$ cat src/rtl/dcache_port_pkg.sv
// Package shared by the data-cache port controller and its way/word mux.
// Contents:
//   dcache_port_state_e  controller FSM states
//   req_t                captured core request {we, index, be, wdata, tag}
//   WORD_OFF_W           width of the 64-bit word offset within a cache line
// The struct field widths follow the DP_* localparams below. A top-level instance
// that overrides INDEX_WIDTH/TAG_WIDTH/LINE_WIDTH needs these localparams to match.
package dcache_port_pkg;

    localparam int unsigned DP_INDEX_WIDTH = 12;
    localparam int unsigned DP_TAG_WIDTH   = 44;
    localparam int unsigned DP_LINE_WIDTH  = 128;

    // A 64-bit line still gets one offset bit so no signal collapses to zero width.
    localparam int unsigned WORD_OFF_W =
        (DP_LINE_WIDTH > 64) ? $clog2(DP_LINE_WIDTH / 64) : 1;

    typedef enum logic [2:0] {
        StIdle,
        StTagCmp,
        StWrHit,
        StMissReq,
        StMissWait
    } dcache_port_state_e;

    typedef struct packed {
        logic                      we;
        logic [DP_INDEX_WIDTH-1:0] index;
        logic [7:0]                be;
        logic [63:0]               wdata;
        logic [DP_TAG_WIDTH-1:0]   tag;
    } req_t;

endpackage

$ cat src/rtl/dcache_way_word_mux.sv
// Way/word read mux for the data-cache port controller. Purely combinational.
// Ports:
//   way_sel_i    one-hot (or zero) way select; a multi-hot select ORs the ways together
//   line_data_i  per-way line data, way w at [w*LINE_WIDTH +: LINE_WIDTH]
//   word_off_i   64-bit word offset within the selected line
//   word_o       selected 64-bit word (0 when no way is selected)
module dcache_way_word_mux #(
    parameter int unsigned SET_ASSOC  = 8,
    parameter int unsigned LINE_WIDTH = 128,
    parameter int unsigned WORD_OFF_W = 1
) (
    input  logic [SET_ASSOC-1:0]            way_sel_i,
    input  logic [SET_ASSOC*LINE_WIDTH-1:0] line_data_i,
    input  logic [WORD_OFF_W-1:0]           word_off_i,
    output logic [63:0]                     word_o
);

    localparam int unsigned WORDS = LINE_WIDTH / 64;

    logic [LINE_WIDTH-1:0] w_line;

    always_comb begin
        // AND-OR mux: no priority between ways.
        w_line = '0;
        for (int w = 0; w < SET_ASSOC; w++) begin
            if (way_sel_i[w]) begin
                w_line = w_line | line_data_i[w*LINE_WIDTH +: LINE_WIDTH];
            end
        end
        word_o = '0;
        for (int k = 0; k < WORDS; k++) begin
            if (32'(word_off_i) == k) begin
                word_o = w_line[k*64 +: 64];
            end
        end
    end

endmodule

$ cat src/rtl/dcache_port_ctrl.sv
// Per-port data-cache request controller, upstream of the tag-compare/arbiter stage.
// One core load/store is accepted at a time: index phase to the tag stage, late tag one
// cycle after grant, then load-hit data return, store-hit write, or hand-off to the miss unit.
// Ports:
//   core side : req_i/we_i/index_i/be_i/wdata_i -> gnt_o; tag_i/tag_valid_i/kill_i;
//               rvalid_o/rdata_o load return (registered, 1-cycle pulse)
//   tag stage : tc_req_o/tc_addr_o/tc_we_o/tc_be_o/tc_wdata_o/tc_tag_o out,
//               tc_gnt_i/tc_hit_way_i/tc_rdata_i in
//   miss unit : miss_req_o/miss_we_o/miss_addr_o/miss_be_o/miss_wdata_o out,
//               miss_gnt_i/miss_valid_i/miss_rdata_i in
// Build option DCACHE_PORT_CTRL_PERF_EN: adds hit_cnt_o/miss_cnt_o, counting resolved
// non-killed tag compares (wrapping 32-bit).
module dcache_port_ctrl
    import dcache_port_pkg::*;
#(
    parameter int unsigned SET_ASSOC   = 8,
    parameter int unsigned INDEX_WIDTH = DP_INDEX_WIDTH,
    parameter int unsigned TAG_WIDTH   = DP_TAG_WIDTH,
    parameter int unsigned LINE_WIDTH  = DP_LINE_WIDTH,
    parameter int unsigned ADDR_WIDTH  = TAG_WIDTH + INDEX_WIDTH
) (
    input  logic                            clk_i,
    input  logic                            rst_ni,
    input  logic                            req_i,
    input  logic                            we_i,
    input  logic [INDEX_WIDTH-1:0]          index_i,
    input  logic [7:0]                      be_i,
    input  logic [63:0]                     wdata_i,
    output logic                            gnt_o,
    input  logic [TAG_WIDTH-1:0]            tag_i,
    input  logic                            tag_valid_i,
    input  logic                            kill_i,
    output logic                            rvalid_o,
    output logic [63:0]                     rdata_o,
    output logic [SET_ASSOC-1:0]            tc_req_o,
    output logic [INDEX_WIDTH-1:0]          tc_addr_o,
    output logic                            tc_we_o,
    output logic [LINE_WIDTH/8-1:0]         tc_be_o,
    output logic [LINE_WIDTH-1:0]           tc_wdata_o,
    input  logic                            tc_gnt_i,
    output logic [TAG_WIDTH-1:0]            tc_tag_o,
    input  logic [SET_ASSOC-1:0]            tc_hit_way_i,
    input  logic [SET_ASSOC*LINE_WIDTH-1:0] tc_rdata_i,
    output logic                            miss_req_o,
    output logic                            miss_we_o,
    output logic [ADDR_WIDTH-1:0]           miss_addr_o,
    output logic [7:0]                      miss_be_o,
    output logic [63:0]                     miss_wdata_o,
    input  logic                            miss_gnt_i,
    input  logic                            miss_valid_i,
    input  logic [63:0]                     miss_rdata_i
`ifdef DCACHE_PORT_CTRL_PERF_EN
    ,
    output logic [31:0]                     hit_cnt_o,
    output logic [31:0]                     miss_cnt_o
`endif
);

    localparam int unsigned WORDS = LINE_WIDTH / 64;
    localparam int unsigned BE_W  = LINE_WIDTH / 8;

    dcache_port_state_e   r_state, w_state_d;
    req_t                 r_req, w_req_d;
    logic [SET_ASSOC-1:0] r_way, w_way_d;
    logic                 r_rvalid, w_rvalid_d;
    logic [63:0]          r_rdata, w_rdata_d;

    logic [WORD_OFF_W-1:0] w_word_off;
    logic [63:0]           w_hit_word;
    logic                  w_hit;
    logic                  w_cmp_done;

    // Word offset sits just above the byte-in-word bits of the captured index.
    assign w_word_off = (LINE_WIDTH > 64) ? r_req.index[3 +: WORD_OFF_W] : '0;
    assign w_hit      = |tc_hit_way_i;
    assign w_cmp_done = (r_state == StTagCmp) && tag_valid_i && !kill_i;

    dcache_way_word_mux #(
        .SET_ASSOC  (SET_ASSOC),
        .LINE_WIDTH (LINE_WIDTH),
        .WORD_OFF_W (WORD_OFF_W)
    ) u_way_word_mux (
        .way_sel_i   (tc_hit_way_i),
        .line_data_i (tc_rdata_i),
        .word_off_i  (w_word_off),
        .word_o      (w_hit_word)
    );

    always_ff @(posedge clk_i or negedge rst_ni) begin
        if (!rst_ni) begin
            r_state  <= StIdle;
            r_req    <= '0;
            r_way    <= '0;
            r_rvalid <= 1'b0;
            r_rdata  <= '0;
        end else begin
            r_state  <= w_state_d;
            r_req    <= w_req_d;
            r_way    <= w_way_d;
            r_rvalid <= w_rvalid_d;
            r_rdata  <= w_rdata_d;
        end
    end

    always_comb begin
        w_state_d    = r_state;
        w_req_d      = r_req;
        w_way_d      = r_way;
        w_rvalid_d   = 1'b0;
        w_rdata_d    = r_rdata;
        gnt_o        = 1'b0;
        tc_req_o     = '0;
        tc_addr_o    = '0;
        tc_we_o      = 1'b0;
        tc_be_o      = '0;
        tc_wdata_o   = '0;
        tc_tag_o     = '0;
        miss_req_o   = 1'b0;
        miss_we_o    = 1'b0;
        miss_addr_o  = '0;
        miss_be_o    = '0;
        miss_wdata_o = '0;

        unique case (r_state)
            StIdle: begin
                if (req_i) begin
                    tc_req_o  = '1;
                    tc_addr_o = index_i;
                end
                gnt_o = tc_gnt_i;
                if (req_i && tc_gnt_i) begin
                    w_req_d.we    = we_i;
                    w_req_d.index = index_i;
                    w_req_d.be    = be_i;
                    w_req_d.wdata = wdata_i;
                    w_state_d     = StTagCmp;
                end
            end
            StTagCmp: begin
                tc_tag_o  = tag_i;
                tc_addr_o = r_req.index;
                if (kill_i) begin
                    w_state_d = StIdle;
                end else if (!tag_valid_i) begin
                    // Tag stage output is consumed on read, so keep requesting until the tag shows.
                    tc_req_o = '1;
                end else begin
                    w_req_d.tag = tag_i;
                    if (!w_hit) begin
                        w_state_d = StMissReq;
                    end else if (r_req.we) begin
                        w_way_d   = tc_hit_way_i;
                        w_state_d = StWrHit;
                    end else begin
                        w_rvalid_d = 1'b1;
                        w_rdata_d  = w_hit_word;
                        w_state_d  = StIdle;
                    end
                end
            end
            StWrHit: begin
                tc_req_o   = r_way;
                tc_addr_o  = r_req.index;
                tc_we_o    = 1'b1;
                tc_tag_o   = r_req.tag;
                tc_be_o    = BE_W'(r_req.be) << (32'(w_word_off) * 8);
                tc_wdata_o = {WORDS{r_req.wdata}};
                if (tc_gnt_i) begin
                    w_state_d = StIdle;
                end
            end
            StMissReq: begin
                miss_req_o   = 1'b1;
                miss_we_o    = r_req.we;
                miss_addr_o  = {r_req.tag, r_req.index};
                miss_be_o    = r_req.be;
                miss_wdata_o = r_req.wdata;
                if (miss_gnt_i) begin
                    if (miss_valid_i) begin
                        w_rvalid_d = !r_req.we;
                        if (!r_req.we) begin
                            w_rdata_d = miss_rdata_i;
                        end
                        w_state_d = StIdle;
                    end else begin
                        w_state_d = StMissWait;
                    end
                end
            end
            StMissWait: begin
                if (miss_valid_i) begin
                    w_rvalid_d = !r_req.we;
                    if (!r_req.we) begin
                        w_rdata_d = miss_rdata_i;
                    end
                    w_state_d = StIdle;
                end
            end
            default: begin
                w_state_d = StIdle;
            end
        endcase
    end

    assign rvalid_o = r_rvalid;
    assign rdata_o  = r_rdata;

`ifdef DCACHE_PORT_CTRL_PERF_EN
    logic [31:0] r_hit_cnt, r_miss_cnt;

    always_ff @(posedge clk_i or negedge rst_ni) begin
        if (!rst_ni) begin
            r_hit_cnt  <= '0;
            r_miss_cnt <= '0;
        end else if (w_cmp_done) begin
            if (w_hit) begin
                r_hit_cnt <= r_hit_cnt + 32'd1;
            end else begin
                r_miss_cnt <= r_miss_cnt + 32'd1;
            end
        end
    end

    assign hit_cnt_o  = r_hit_cnt;
    assign miss_cnt_o = r_miss_cnt;
`else
    logic w_unused_cmp_done;
    assign w_unused_cmp_done = w_cmp_done;
`endif

endmodule

$ cat config.mk
export PLATFORM = sky130hd
export DESIGN_NAME = dcache_port_ctrl
export DESIGN_NICKNAME = d
export VERILOG_FILES = /design/src/rtl/dcache_port_pkg.sv /design/src/rtl/dcache_way_word_mux.sv /design/src/rtl/dcache_port_ctrl.sv
export SDC_FILE = /design/constraint.sdc
export NUM_CORES = 1
export LEC_CHECK = 0
export ABC_AREA = 1
export ABC_CLOCK_PERIOD_IN_PS = 3500
export BUFFER_PORTS_ARGS = -buffer_cell sky130_fd_sc_hd__buf_2
export CAP_MARGIN = 20
export CORE_AREA = 2 2 630 632
export CTS_CLUSTER_SIZE = 24
export DETAILED_ROUTE_END_ITERATION = 10
export DIE_AREA = 0 0 632 634
export GPL_TIMING_DRIVEN = 0
export PLACE_DENSITY = 0.3
export SLEW_MARGIN = 25
export SYNTH_ARGS = -nofsm -noshare
export SYNTH_HDL_FRONTEND = slang
export SYNTH_SLANG_ARGS = --single-unit
$ cat constraint.sdc
create_clock -name clk_i -period 3.5 [get_ports clk_i]
set_input_delay 0.875 -clock clk_i [delete_from_list [all_inputs] [get_ports clk_i]]
set_output_delay 0.875 -clock clk_i [all_outputs]
set_load 0.03 [all_outputs]
## Word level (Yosys, flattened, before mapping)

Index checks and enable logic that the tools add are counted.

- Register bits: 205
- Bits of input ports: 1,233
- Output and inout bits: 405
- Word-level logic and storage cells: 92

- Equal/unequal tests: 13
- Shift operators: 1
- Multiplexer cells: 50
- Bitwise logic cells: 8
- Reduce and logical (&&, ||, !) cells: 11

Operator list:

| kind | count |
|---|---|
| $mux W128 | 9 |
| $or A128 B128 Y128 | 7 |
| $mux W64 | 9 |
| $pmux W64 S3 | 1 |
| $pmux W44 S2 | 1 |
| $mux W56 | 1 |
| $mux W8 | 4 |
| $pmux W12 S2 | 1 |
| $pmux W8 S3 | 1 |
| $mux W3 | 7 |
| $mux W16 | 1 |
| $ne A2 B2 Y1 const B | 8 |
| $shl A8 B4 Y16 | 1 |
| $pmux W3 S5 | 1 |
| $mux W12 | 1 |
| $mux W1 | 10 |
| $reduce_and A5 Y1 | 2 |
| $reduce_or A8 Y1 | 1 |
| $eq A3 B2 Y1 const B | 2 |
| $reduce_and A6 Y1 | 1 |
| $mux W2 | 2 |
| $eq A3 B1 Y1 const B | 1 |
| $eq A3 B3 Y1 const B | 1 |
| $logic_not A3 Y1 | 1 |
| other kinds (9) | 9 |

## Longest topological paths before layout

- Depth after elaboration: 21
- Depth in mapped cells: 10
- Mapped depth without buffers: 8

## Hierarchy

From an unflattened synthesis, not the netlist that was laid out.

- Cells, all modules: 3,804
- Area total of the unflattened synthesis: 20,219.4 µm²

Modules (own cells, without submodules):

| module | times used | cells each | area each (µm²) | seq. area each (µm²) |
|---|---|---|---|---|
| dcache_port_ctrl | 1 | 1,566 | 11,060.6 | 5,129.9 |
| dcache_way_word_mux | 1 | 2,238 | 9,158.8 | 0.0 |

## Least setup slack after synthesis

OpenSTA, ideal clock, no wires.

- Path type: register to output
- From: reg r_state[0]
- To: out tc_wdata_o[100]
- Data arrival time: 2,636 ps
- Data required time: 2,625 ps
- Path slack: -11 ps
- Cell stages (with the launch flop): 7
- Buffers on the path: 3
- Cell sequence: dfrtp_1 > nor3_1 > inv_2 > clkbuf_1 > buf_2 > nor2_1 > buf_4

- Word-level cells in the longest chain between the ends: 2

RTL lines:

| element | line | text |
|---|---|---|
| start: declaration | dcache_port_ctrl.sv:62 | `dcache_port_state_e r_state, w_state_d;` |
| start signal: assignment | dcache_port_ctrl.sv:91 | `r_state <= StIdle;` |
| start signal: assignment | dcache_port_ctrl.sv:97 | `r_state <= w_state_d;` |
| $eq A3 B2 Y1 | dcache_port_ctrl.sv:124 | `unique case (r_state)` |
| $mux W128 | dcache_port_ctrl.sv:124 |  |
| end: declaration | dcache_port_ctrl.sv:39 | `output logic [LINE_WIDTH-1:0] tc_wdata_o,` |

No other way between the ends.

## Worst setup path after layout

- From: reg r_state[2]
- To: out miss_addr_o[38]

- Word-level cells in the longest chain between the ends: 2

RTL lines:

| element | line | text |
|---|---|---|
| $eq A3 B2 Y1 | dcache_port_ctrl.sv:124 |  |
| $mux W56 | dcache_port_ctrl.sv:124 |  |
| end: declaration | dcache_port_ctrl.sv:46 | `output logic [ADDR_WIDTH-1:0] miss_addr_o,` |

No other way between the ends.

==> results.md <==
* Layout cells sized above 1 at a little under two fifths
* GP Congestion at 0.9428
* Data required, critical path at between 2 and 3 ns
* Yosys warning count at 0
* Drt first pass iters at 5
* Worst-Skew Late Latency at approximately 0.7 ns
* Fill cells at about 47000
* Most used routing layer: met2
* Die Span Y at approximately 630 um
* P&R area growth vs syn at 96.05%
* Post-route ant nets at 0
* Unrepaired setup endpoints after global routing: true
* CTS root buf: clkbuf_16
* Post-detail-place hpwl at roughly 350 mm
* Most frequent cells in the layout: nand2_1 (1663), buf_2 (1638), nor2_1 (508)
* Share of total power in the clock network at 20.3%
* Num CTS Buffers at 36
* Final core utilization at under 10%
* Largest net degree at the start of global routing at 79
* CTS clock-pin slew for the worst setup and hold paths at ~0.050 ns
* Final Hold Fails at 0
* Startpoint types: flop
* Status: finished, final reports clean
* Cells along the critical path: inv_2 -> nand3_4 -> clkbuf_8 -> clkbuf_1 -> nor2_1 -> buf_2
* Final instance area at between 30000 and 40000 um^2
* Pwr dens at 580.0 nW/um^2
* Die width at about 630 um
* Post-Syn Area at about 19000 um^2
* Initial antenna violation count at 482
* Fin crit period at 3.438 ns
* Met3 usage at 6.965%
* Vias in the first global route at roughly 31000
* Final WL at approximately 380 mm
* Max Cap Viol at 0
* CTS sink cnt at about 200
* Sw Share at 57.24%
* Relative slew margins at about a quarter
* Worst-path fanout max at 11
* Seq cells post-synth at 205
* Ports at ~1600
* TritonCTS clock tree: built
* Met1 usage at roughly 22%
* Reg power frac at a little under a fifth
* Die area at between 400000 and 500000 um^2
* VDD IR max at approximately 0.40 mV
* NetSw at about 12 mW
* Most common cell after layout, fill and taps aside: nand2_1
* GR Layer Usage met2 at between 30 and 40%
* Internal power component at between 9 and 10 mW
* Final slew viol count at 0
* Cell area after placement at between 30000 and 40000 um^2
* Setup violations, final at 0
* Post-Syn Nets at 4828
* Mean post-synth cell area at 5.269 um^2
* Gate power share at 61.3%
* Crit Path Category: flop to output pin
* Cell variety after synth at 20
* # rows at roughly 230
* Hold WC Path Type: input pin to flop
* Core Area at around 400000 um^2
* F_max at ~290 MHz
* Drt initial violations at 2644
* Seq/Total Area, Yosys at 27.08%
* Via-per-instance ratio at 3.091
* Post-detailed-route DRC marker count at 0
* Final nets at ~6600
* Worst Tran Pin Value at 1.116 ns
* Input/output buffers at between 1500 and 2000
* Initial Util at ~4.8%
* # H-tree levels at 2
* GRT overflow at 0
* Leakage power at between 20 and 25 nW
* Crit path DAT at 2.56 ns
* DR vias at around 33000
* CP Capture Type: output pin
* Cells after Synth at 3595
* Total global-route track usage at 18.34%
* First-pass GRT wire length at around 450 mm
* Critical-path top delay cell: clkbuf_1
* Clock Tree Buf Depth at 3
* Final Skew at about 0.095 ns
* Critical path's largest stage delay at 0.48 ns
* Post-route clock period utilization at between 90% and 100%
* DR WL/cell at between 30 and 40 um
layer usage:
metal / vias up / share of wire [%]
met5: - / 0.37
met4: 224 / 4.2
met3: 790 / 9.8
met2: 2191 / 45
met1: 15510 / 40
li1: 14660 / -
Yosys cell counts (all sizes together):
master,number,area [um^2]
inv,290,1089
nor3,3,26.28
dfrtp,205,5130
nand3b,1,7.510
o211ai,9,67.56
nor2,552,2074
nand3,261,1311
a21oi,202,1011
o21ai,111,555.5
nand2,1664,6246
o22ai,12,75.07
buf,115,710.7
clkbuf,170,638.1
power by group through the flow:
stage          sequential, mW  combinational, mW  clock [mW]
2_1_floorplan            4.64               5.16           0
3_3_place_gp             3.97               12.9           0
3_5_place_dp             3.98               13.1           0
4_1_cts                  3.95               13.5        4.65
5_1_grt                  4.08               14.1        4.63
6_report                 3.96               13.2        4.37
metrics by stage:
stage	TNS [ns]	std cells	power (mW)	hold slack, ns	worst slack, ns
2_1_floorplan	0	3595	9.797	0.4530	0.3709
3_3_place_gp	-1003.87	10470	16.89	0.4733	-3.848
3_5_place_dp	-105.73	10510	17.11	0.4795	-1.286
4_1_cts	-0.4274	10580	22.12	0.3064	-0.08310
5_1_grt	-0.08591	10700	22.78	0.3609	-0.03020
6_report	0	10800	21.54	0.4117	0.06170
path summary, 6_finish.rpt:
check                                       startpoint                       to  slack [ns]  cells after the start
min in group asynchronous                       rst_ni  rdata_o[60]$_DFFE_PN0P_        0.61                      2
max in group asynchronous                       rst_ni    r_req[59]$_DFFE_PN0P_        1.60                      4
worst max-delay path            r_state[2]$_DFFE_PN0P_          miss_addr_o[38]        0.06                      6
worst max register to register  r_state[2]$_DFFE_PN0P_  rdata_o[57]$_DFFE_PN0P_        0.32                      9
worst min-delay path                      miss_valid_i   r_state[2]$_DFFE_PN0P_        0.41                      4
worst min register to register  r_req[118]$_DFFE_PN0P_   r_req[118]$_DFFE_PN0P_        0.49                      2
flip-flops by register name (all words and copies together) (netlist names):
| name | count |
|---|---|
| r_req | 129 |
| rvalid_o | 1 |
| r_way | 8 |
| rdata_o | 64 |
| r_state | 3 |
cell type report:
cell class / count / area, um^2 / area share [%]
tap: 5242 / 6559 / 17.66
buffer: 283 / 1549 / 4.171
inverter: 290 / 1101 / 2.965
antenna: 215 / 538.0 / 1.449
clock buffer: 48 / 1016 / 2.736
clock inverter: 15 / 259.0 / 0.6974
multi-input combinational: 2815 / 11660 / 31.40
timing repair buffer: 1686 / 9316 / 25.09
sequential: 205 / 5135 / 13.83
repair_timing:
action / in CTS / in global routing
hold buffers: 1 / 0
endpoints found under the hold margin: 15 / 0
endpoints found under the setup margin: 327 / 51
buffers inserted: 7 / 2
pin swaps: 7 / 2
gates resized for setup: 158 / 15
kinds of logic (layout without fill, tap and decap cells):
kind of cell    count (synthesis)  after routing  synth area share (%)
compound gates                334            334                 9.023
simple gates                 2481           2481                 51.03
buf+inv                       575           2322                 12.87
other cells                     0            215                     0
flops                         205            205                 27.08
worst max-delay path: cells and delay by family (launching register included):
family	cells	cell delay [ns]
buf+inv	4	1.05
flops	1	0.44
simple gates	2	0.33
Note: power is estimated with default switching activity, not from simulation.
